[src/rtl/game_pkg.sv]
// game_pkg: colour/state types and sequence length encoding shared by capture and playback.
package game_pkg;
  typedef logic [1:0] colour_t;
  typedef enum logic [1:0] {S_IDLE, S_ON, S_OFF, S_DONE} state_t;
  localparam int SEQ_MAX_LEN = 16;
  // A 4-bit length code of 0 stands for a full 16-colour sequence.
  function automatic logic [4:0] seq_len(input logic [3:0] code);
    return (code == 4'd0) ? 5'(SEQ_MAX_LEN) : {1'b0, code};
  endfunction
endpackage

[src/rtl/phase_timer.sv]
// phase_timer: loadable down-counter; done while the count sits at zero.
module phase_timer #(
  parameter int W = 10
) (
  input  logic         clk,
  input  logic         rst_n,
  input  logic         load,
  input  logic [W-1:0] load_val,
  output logic         done
);
  logic [W-1:0] cnt_q, cnt_d;
  always_comb cnt_d = load ? load_val : (cnt_q != '0) ? cnt_q - 1'b1 : cnt_q;
  always_ff @(posedge clk or negedge rst_n)
    if (!rst_n) cnt_q <= '0;
    else cnt_q <= cnt_d;
  assign done = (cnt_q == '0);
endmodule

[src/rtl/sequence_player.sv]
// sequence_player: plays a latched colour sequence as ON/OFF phases, first colour at the top bit pair.
module sequence_player
  import game_pkg::*;
#(
  parameter int ON_CYCLES  = 1000,
  parameter int OFF_CYCLES = 500,
  parameter int CNT_W = $clog2(((ON_CYCLES > OFF_CYCLES) ? ON_CYCLES : OFF_CYCLES) + 1)
) (
  input  logic        clk,
  input  logic        rst_n,
  input  logic        en,
  input  logic [31:0] sequence_val,
  input  logic [3:0]  sequence_len,
  output logic [1:0]  colour_out,
  output logic        led_on,
  output logic        colour_valid,
  output logic        busy,
  output logic        complete_play
);
  state_t      state_q, state_d;
  logic [31:0] seq_q, seq_d;
  logic [3:0]  idx_q, idx_d;
  colour_t     colour_q, colour_d;
  logic        led_q, led_d, valid_q, valid_d, busy_q, busy_d, cmpl_q, cmpl_d;
  logic        t_load, t_done;
  logic [CNT_W-1:0] t_val;
  always_comb begin
    state_d = state_q;
    seq_d   = seq_q;
    idx_d   = idx_q;
    unique case (state_q)
      S_IDLE: if (en) begin
        state_d = S_ON;
        seq_d   = sequence_val;
        idx_d   = 4'(seq_len(sequence_len) - 5'd1);
      end
      S_ON:   state_d = !en ? S_IDLE : t_done ? S_OFF : S_ON;
      S_OFF:  if (!en) state_d = S_IDLE;
              else if (t_done) begin
                state_d = (idx_q == 4'd0) ? S_DONE : S_ON;
                idx_d   = (idx_q == 4'd0) ? idx_q : idx_q - 4'd1;
              end
      S_DONE: state_d = en ? S_DONE : S_IDLE;
      default: state_d = S_IDLE;
    endcase
    // Outputs are registered, so they are derived from the next state.
    colour_d = (state_d == S_ON) ? seq_d[{idx_d, 1'b0} +: 2] : 2'd0;
    led_d    = (state_d == S_ON);
    valid_d  = (state_d == S_ON) && (state_q != S_ON);
    busy_d   = (state_d == S_ON) || (state_d == S_OFF);
    cmpl_d   = (state_d == S_DONE);
    t_load   = (state_d != state_q);
    t_val    = (state_d == S_ON)  ? CNT_W'(ON_CYCLES - 1)
             : (state_d == S_OFF) ? CNT_W'(OFF_CYCLES - 1) : '0;
  end
  always_ff @(posedge clk or negedge rst_n)
    if (!rst_n) begin
      state_q  <= S_IDLE;
      seq_q    <= '0;
      idx_q    <= '0;
      colour_q <= '0;
      led_q    <= 1'b0;
      valid_q  <= 1'b0;
      busy_q   <= 1'b0;
      cmpl_q   <= 1'b0;
    end else begin
      state_q  <= state_d;
      seq_q    <= seq_d;
      idx_q    <= idx_d;
      colour_q <= colour_d;
      led_q    <= led_d;
      valid_q  <= valid_d;
      busy_q   <= busy_d;
      cmpl_q   <= cmpl_d;
    end
  phase_timer #(.W(CNT_W)) u_timer (
    .clk      (clk),
    .rst_n    (rst_n),
    .load     (t_load),
    .load_val (t_val),
    .done     (t_done)
  );
  assign colour_out    = colour_q;
  assign led_on        = led_q;
  assign colour_valid  = valid_q;
  assign busy          = busy_q;
  assign complete_play = cmpl_q;
endmodule

[config.mk]
export PLATFORM = sky130hd
export DESIGN_NAME = sequence_player
export DESIGN_NICKNAME = d
export VERILOG_FILES = /design/src/rtl/game_pkg.sv /design/src/rtl/phase_timer.sv /design/src/rtl/sequence_player.sv
export SDC_FILE = /design/constraint.sdc
export NUM_CORES = 1
export LEC_CHECK = 0
export BUFFER_PORTS_ARGS = -buffer_cell sky130_fd_sc_hd__clkbuf_2
export CORE_MARGIN = 3
export CORE_UTILIZATION = 30
export CTS_CLUSTER_SIZE = 25
export DETAILED_ROUTE_END_ITERATION = 8
export HOLD_SLACK_MARGIN = 0.03
export PLACE_DENSITY = 0.56
export SLEW_MARGIN = 20
export SYNTH_ARGS = -nofsm -noshare
export SYNTH_HDL_FRONTEND = slang
export SYNTH_HIERARCHICAL = 1
export SYNTH_SLANG_ARGS = --single-unit
export TNS_END_PERCENT = 30
[constraint.sdc]
create_clock -name clk -period 2.9 [get_ports clk]
set_input_delay 0 -clock clk [delete_from_list [all_inputs] [get_ports clk]]
set_output_delay 0 -clock clk [all_outputs]
set_load 0.02 [all_outputs]
# --- Word level (Yosys, flattened, before mapping) ---
# Cells that the tools add are included.
totals:
  elab_cells: 50
  regBits: 54
op_classes:
  eq_ne: 8
  addsub: 3
  shift: 1
  muxes: 21
  reduce_logical: 8
ops:
  columns: ["operator", "count"]
  rows:
  - ["$mux W32", 2]
  - ["$shiftx A32 B6 Y2", 1]
  - ["$mux W10", 3]
  - ["$mux W4", 5]
  - ["$mux W2", 8]
  - ["$logic_not A10 Y1", 1]
  - ["$reduce_bool A10 Y1", 1]
  - ["$sub A10 B1 Y10 const B", 1]
  - ["$mux W9", 1]
  - ["$eq A2 B2 Y1 const B", 4]
  - ["$logic_not A4 Y1", 2]
  - ["$pmux W2 S4", 1]
  - ["$pmux W4 S2", 1]
  - ["$sub A4 B1 Y4 const B", 2]
  - ["$eq A2 B1 Y1 const B", 2]
  - ["$logic_not A2 Y1", 1]
  - ["$ne A2 B1 Y1 const B", 1]
  - ["$ne A2 B2 Y1", 1]
  - ["$reduce_bool A2 Y1", 1]
  - ["$logic_and A1 B1 Y1", 1]
  - ["$logic_or A1 B1 Y1", 1]

# --- Depth between registers and ports, before layout ---
logic_depth:
  word_depth: 9
  mapped_depth: 13
  mapped_depth_nobuf: 13

# --- Hierarchy ---
# Netlist, hierarchy kept.
modules_own_cells:
  columns: ["module", "area_each_um2", "cells_each", "instances", "seq_area_each_um2"]
  rows:
  - ["sequence_player", 2314.7, 212, 1, 1101.1]
  - ["phase_timer", 591.8, 65, 1, 250.2]

# --- Least setup slack after synthesis ---
# Ideal clock, no wire load.
synth_timing:
  path_kind: "reg2reg"
  startpoint: "reg u_timer.cnt_q[3]"
  endpoint: "reg colour_q[1], in the netlist colour_out[1]"
  required_time_ns: 2.757
  synth_period_minus_slack_ns: 3.005
  setup_slack_ns: -0.105
  setup_ns: 0.143
  t_arrival_ns: 2.862
  stages_incl_launch_ff: 11
  cell_sequence: "dfrtp_1 > or4_4 > nor3b_4 > nand2_2 > o21a_1 > o31ai_4 > inv_6 > mux2i_1 > nor4_1 > o41ai_1 > o211ai_1"
synth_via:
  elab_chain_cells: 6
  elab_cells_between_ends: 12
  cone_classes: "1 x eq/ne; 1 x shift; 9 x mux; 1 x reduce/logical"
synth_lines:
  columns: ["element", "line_no", "rtl"]
  rows:
  - ["start: declaration", "phase_timer.sv:11", "logic [W-1:0] cnt_q, cnt_d;"]
  - ["start signal: assignment", "phase_timer.sv:15", "else cnt_q <= cnt_d;"]
  - ["$logic_not A10 Y1", "phase_timer.sv:16", "assign done = (cnt_q == '0);"]
  - ["named net t_done", "sequence_player.sv:25", "logic t_load, t_done;"]
  - ["$mux W4", "sequence_player.sv:39", "else if (t_done) begin"]
  - ["$mux W4", "sequence_player.sv:38", "S_OFF: if (!en) state_d = S_IDLE;"]
  - ["$pmux W4 S2", "sequence_player.sv:31", "unique case (state_q)"]
  - ["named net idx_d[1]", "sequence_player.sv:22", "logic [3:0] idx_q, idx_d;"]
  - ["$shiftx A32 B6 Y2", "sequence_player.sv:47", "colour_d = (state_d == S_ON) ? seq_d[{idx_d, 1'b0} +: 2] : 2'd0;"]
  - ["$mux W2", "sequence_player.sv:47", null]
  - ["named net colour_d[1]", "sequence_player.sv:23", "colour_t colour_q, colour_d;"]
  - ["end signal: assignment", "sequence_player.sv:70", "colour_q <= colour_d;"]
  - ["end: declaration", "sequence_player.sv:23", null]
# The timed path passes the listed nets, and every way through them passes these cells.
# A chain may end at the register's enable or synchronous reset.

# --- Worst setup path in the final report ---
layout_timing:
  startpoint: "reg u_timer.cnt_q[6]"
  endpoint: "reg colour_q[1], in the netlist colour_out[1]"
# The elaborated chain is that of the path after synthesis.

==> impl_metrics.csv <==
group,metric,value,unit
sta,finalClockSkew,0.00558,ns
sta,max-slew-margin-rel,0.546,
routing,dr.first_iter.drc_count,95,
sta,rsz0062_at_grt,"true",
routing,drtAntennaViolNets,0,
worst_hold_path,hp-class,"in2async",
critical_path,startpoint,"u_timer/cnt_q[6]$_DFFE_PN0P_",
routing,avgViaCountPerCell,4.60,
layout,fin_util,0.410,
floorplan,rows,35,
routing,routed-via-count,2296,
clock_network,cts_inserted_buffers,5,
floorplan,die_w,104,um
power,p_sw,565,uW
sta,fin_crit_sh,0.974,
synthesis,ys_seq_elements,54,
critical_path,r2r_end,"colour_out[1]$_DFF_PN0_",
grt,grt_use_met1,0.176,
clock_network,root_buffer,"clkbuf_8",
placement,place_congestion,0.807,
power,pwr-share-comb,0.290,
floorplan,die-area,0.0109,sq mm
clock_network,clkTransAtPathRegs,0.09,ns
floorplan,ios,45,
synthesis,async_flop_share,1.00,
synthesis,synth-edff-count,0,
synthesis,synth_top_area_cell,"dfrtp_1",
synthesis,synth_warnings,6,
sta,tightest_slew,0.680,ns
routing,post-route-drc-count,0,
layout,syn_to_final_growth,31.6,%
sta,hold_viol_final,0,
critical_path,worstPathArrival,3.00,ns
power,ir_drop,233,uV
grt,antenna_found_initial,0,
grt,first_global_vias,2302,
critical_path,r2r-start,"u_timer/cnt_q[6]$_DFFE_PN0P_",
critical_path,crit_path_end,"colour_out[1]$_DFF_PN0_",
routing,drt_first_pass_iters,4,
layout,nets,415,
synthesis,yosys_most_used_dff,"dfrtp_1",
critical_path,critPathLaunchType,"flop",
sta,finalMaxSlewViolations,0,
routing,post_drt_wl_per_cell,13.1,um
floorplan,core-area,0.00933,sq mm
critical_path,timing_worst_setup_path_type,"reg2reg",
synthesis,synthCells,277,
grt,grt_overflow,0,
floorplan,start_util,0.312,
grt,grt_pass1_wl,11300,um
layout,antenna_cells,0,
critical_path,cp.required,3.07,ns
power,switching_share,0.304,
synthesis,seq_area_frac_synth,0.465,
clock_network,cts_tree,"done",
critical_path,reg2regPathDepth,10,
synthesis,yosysTopAreaCellShare,0.465,
grt,globalRouteMet3Util,0.0155,
sta,fmax,0.354,GHz
critical_path,rrSetupSlack,0.08,ns
power,pwr-share-clk,0.218,
synthesis,syn_area_per_cell,10.5,sq um
run_status,status,"completed",
floorplan,die_y,104,um
power,leakagePower,0.00175,uW
placement,place_inst,459,
power,p_seq_frac,0.492,
clock_network,cts_setup_buffers,0,
placement,dp_hpwl,4730,um
power,p_per_area,485,mW/mm^2
placement,io_buffers,44,
critical_path,cp-end-kind,"flop",
layout,fin_cells,499,
layout,drive_gt1_frac,0.335,
clock_network,htreeDepth,2,
grt,gr-max-usage-layer,"met2",
grt,grt_use_met2,0.201,
synthesis,synthTopCellsByArea,"dfrtp_1 (46%), mux2_2 (11%), nand2_1 (5.4%)",
clock_network,max-clock-path-buffers,2,
run,cap_viol_max_count,0,
routing,routed_wl,6560,um
power,p_int,1290,uW
clock_network,numClockSinks,54,
grt,track_usage,0.125,
synthesis,syn-num-nets,322,
synthesis,ys_types,50,
critical_path,critical_path.max_fanout,10,
synthesis,netlist_area,0.00291,sq mm
clock_network,clk_latency,0.30,ns
sta,fin_crit,2.82,ns
sta,finalSetupViolCount,0,
grt,grt_max_degree,41,
-- worst min path at each step --
stage,to,startpoint,slack [ns]
6_report,seq_q[31]$_DFF_PN0_,rst_n,0.14
5_1_grt,state_q[0]$_DFF_PN0_,rst_n,0.17
4_1_cts,state_q[1]$_DFF_PN0_,en,0.15
3_5_place_dp,seq_q[23]$_DFF_PN0_,rst_n,-0.05
3_3_place_gp,seq_q[23]$_DFF_PN0_,rst_n,-0.06
2_1_floorplan,busy$_DFF_PN0_,rst_n,-0.30
-- power by group through the flow --
stage                     Clock (uW)  Combinational [uW]  Sequential, uW
after floorplan                    0                 327             925
after global placement             0                 488             923
after detailed placement           0                 491             926
after CTS                        426                 530             911
after global routing             452                 602             927
final                            406                 538             913
-- cell type report --
type                       instances  area (sq um)
timing repair buffer              96           697
clock buffer                       5          68.8
fill                             898          5500
clock inverter                     2          13.8
tap                              129           161
inverter                          15          61.3
multi-input combinational        198          1470
sequential                        54          1350
-- placed cells by master, fill, tap and decap left out, types with 2 or more instances in the layout --
| cell | synthesis | final |
|---|---|---|
| inv_1 | 13 | 13 |
| nor2_1 | 21 | 21 |
| o211ai_1 | 3 | 3 |
| o21ai_0 | 7 | 7 |
| xnor2_1 | 2 | 2 |
| nor4_1 | 5 | 4 |
| ha_1 | 6 | 5 |
| nand3_1 | 5 | 5 |
| clkbuf_2 | 0 | 44 |
| mux2i_1 | 13 | 12 |
| nor3b_4 | 2 | 3 |
| and2b_2 | 2 | 2 |
| a211oi_1 | 5 | 5 |
| a21oi_1 | 7 | 7 |
| inv_6 | 1 | 2 |
| nand2_1 | 42 | 42 |
| o41ai_2 | 0 | 2 |
| dfrtp_1 | 54 | 54 |
| nand2b_1 | 2 | 2 |
| nor3b_1 | 4 | 4 |
| or3_2 | 2 | 2 |
| mux2_2 | 29 | 29 |
| nor3_1 | 10 | 9 |
| buf_4 | 3 | 18 |
| and2_1 | 2 | 2 |
| xor2_1 | 4 | 4 |
| dlygate4sd3_1 | 0 | 33 |
| clkbuf_8 | 2 | 5 |
-- logic make-up after synthesis --
logic type	Yosys count	synth area share
buf+inv	25	0.0461
compound gates	36	0.0926
flops	54	0.465
mux	42	0.157
fa+ha+maj	6	0.0258
xor+xnor	6	0.0181
simple gates	107	0.194
other cells	1	0.00129
-- per-stage QoR --
| step | worst slack (ns) | total power, uW | setup TNS, ns | hold WS, ns | instance area, sq um |
|---|---|---|---|---|---|
| 6_report | 0.0752 | 1860 | 0 | 0.141 | 3830 |
| 5_1_grt | -0.129 | 1980 | -0.221 | 0.166 | 3830 |
| 4_1_cts | 0.0202 | 1870 | 0 | 0.153 | 3780 |
| 3_5_place_dp | 0.0569 | 1420 | 0 | -0.0529 | 3360 |
| 3_3_place_gp | 0.0759 | 1410 | 0 | -0.0574 | 3360 |
| 2_1_floorplan | -0.105 | 1250 | -0.105 | -0.296 | 2910 |
-- registers in the layout (all words and copies together), names as in the netlist --
register       flops
led_on             1
seq_q             32
state_q            2
idx_q              4
complete_play      1
u_timer/cnt_q     10
busy               1
colour_valid       1
colour_out         2
-- cells in the mapped netlist, types with 5 or more instances --
master and count:
inv_1 13, a21oi_1 7, mux2_2 29, nor2_1 21
ha_1 6, dfrtp_1 54, nand2_1 42, o21ai_0 7
a211oi_1 5, nor3_1 10, mux2i_1 13, nor4_1 5
nand3_1 5
-- critical path, cell delays in order, from the launching register on --
cell and delay (ns):
dfrtp_1 0.42, or4_4 0.55, nor3b_4 0.21, nand2_2 0.13
o21a_1 0.24, o31ai_4 0.26, inv_6 0.10, mux2i_2 0.22
nor3_1 0.08, o41ai_2 0.35, o211ai_1 0.12
-- metal layers --
| layer | vias up | routed length, um |
|---|---|---|
| li1 | 1156 | - |
| met1 | 1102 | 3240 |
| met2 | 33 | 3070 |
| met3 | 5 | 185 |
| met4 | 0 | 61 |
| met5 | - | 0 |
-- repair_timing --
| action | CTS | global route |
|---|---|---|
| hold buffers | 33 | 0 |
| hold endpoints to repair | 46 | 0 |
| setup endpoints to repair | 0 | 2 |
| gates resized for setup | 0 | 9 |
Power figures use the tool's default switching activity.
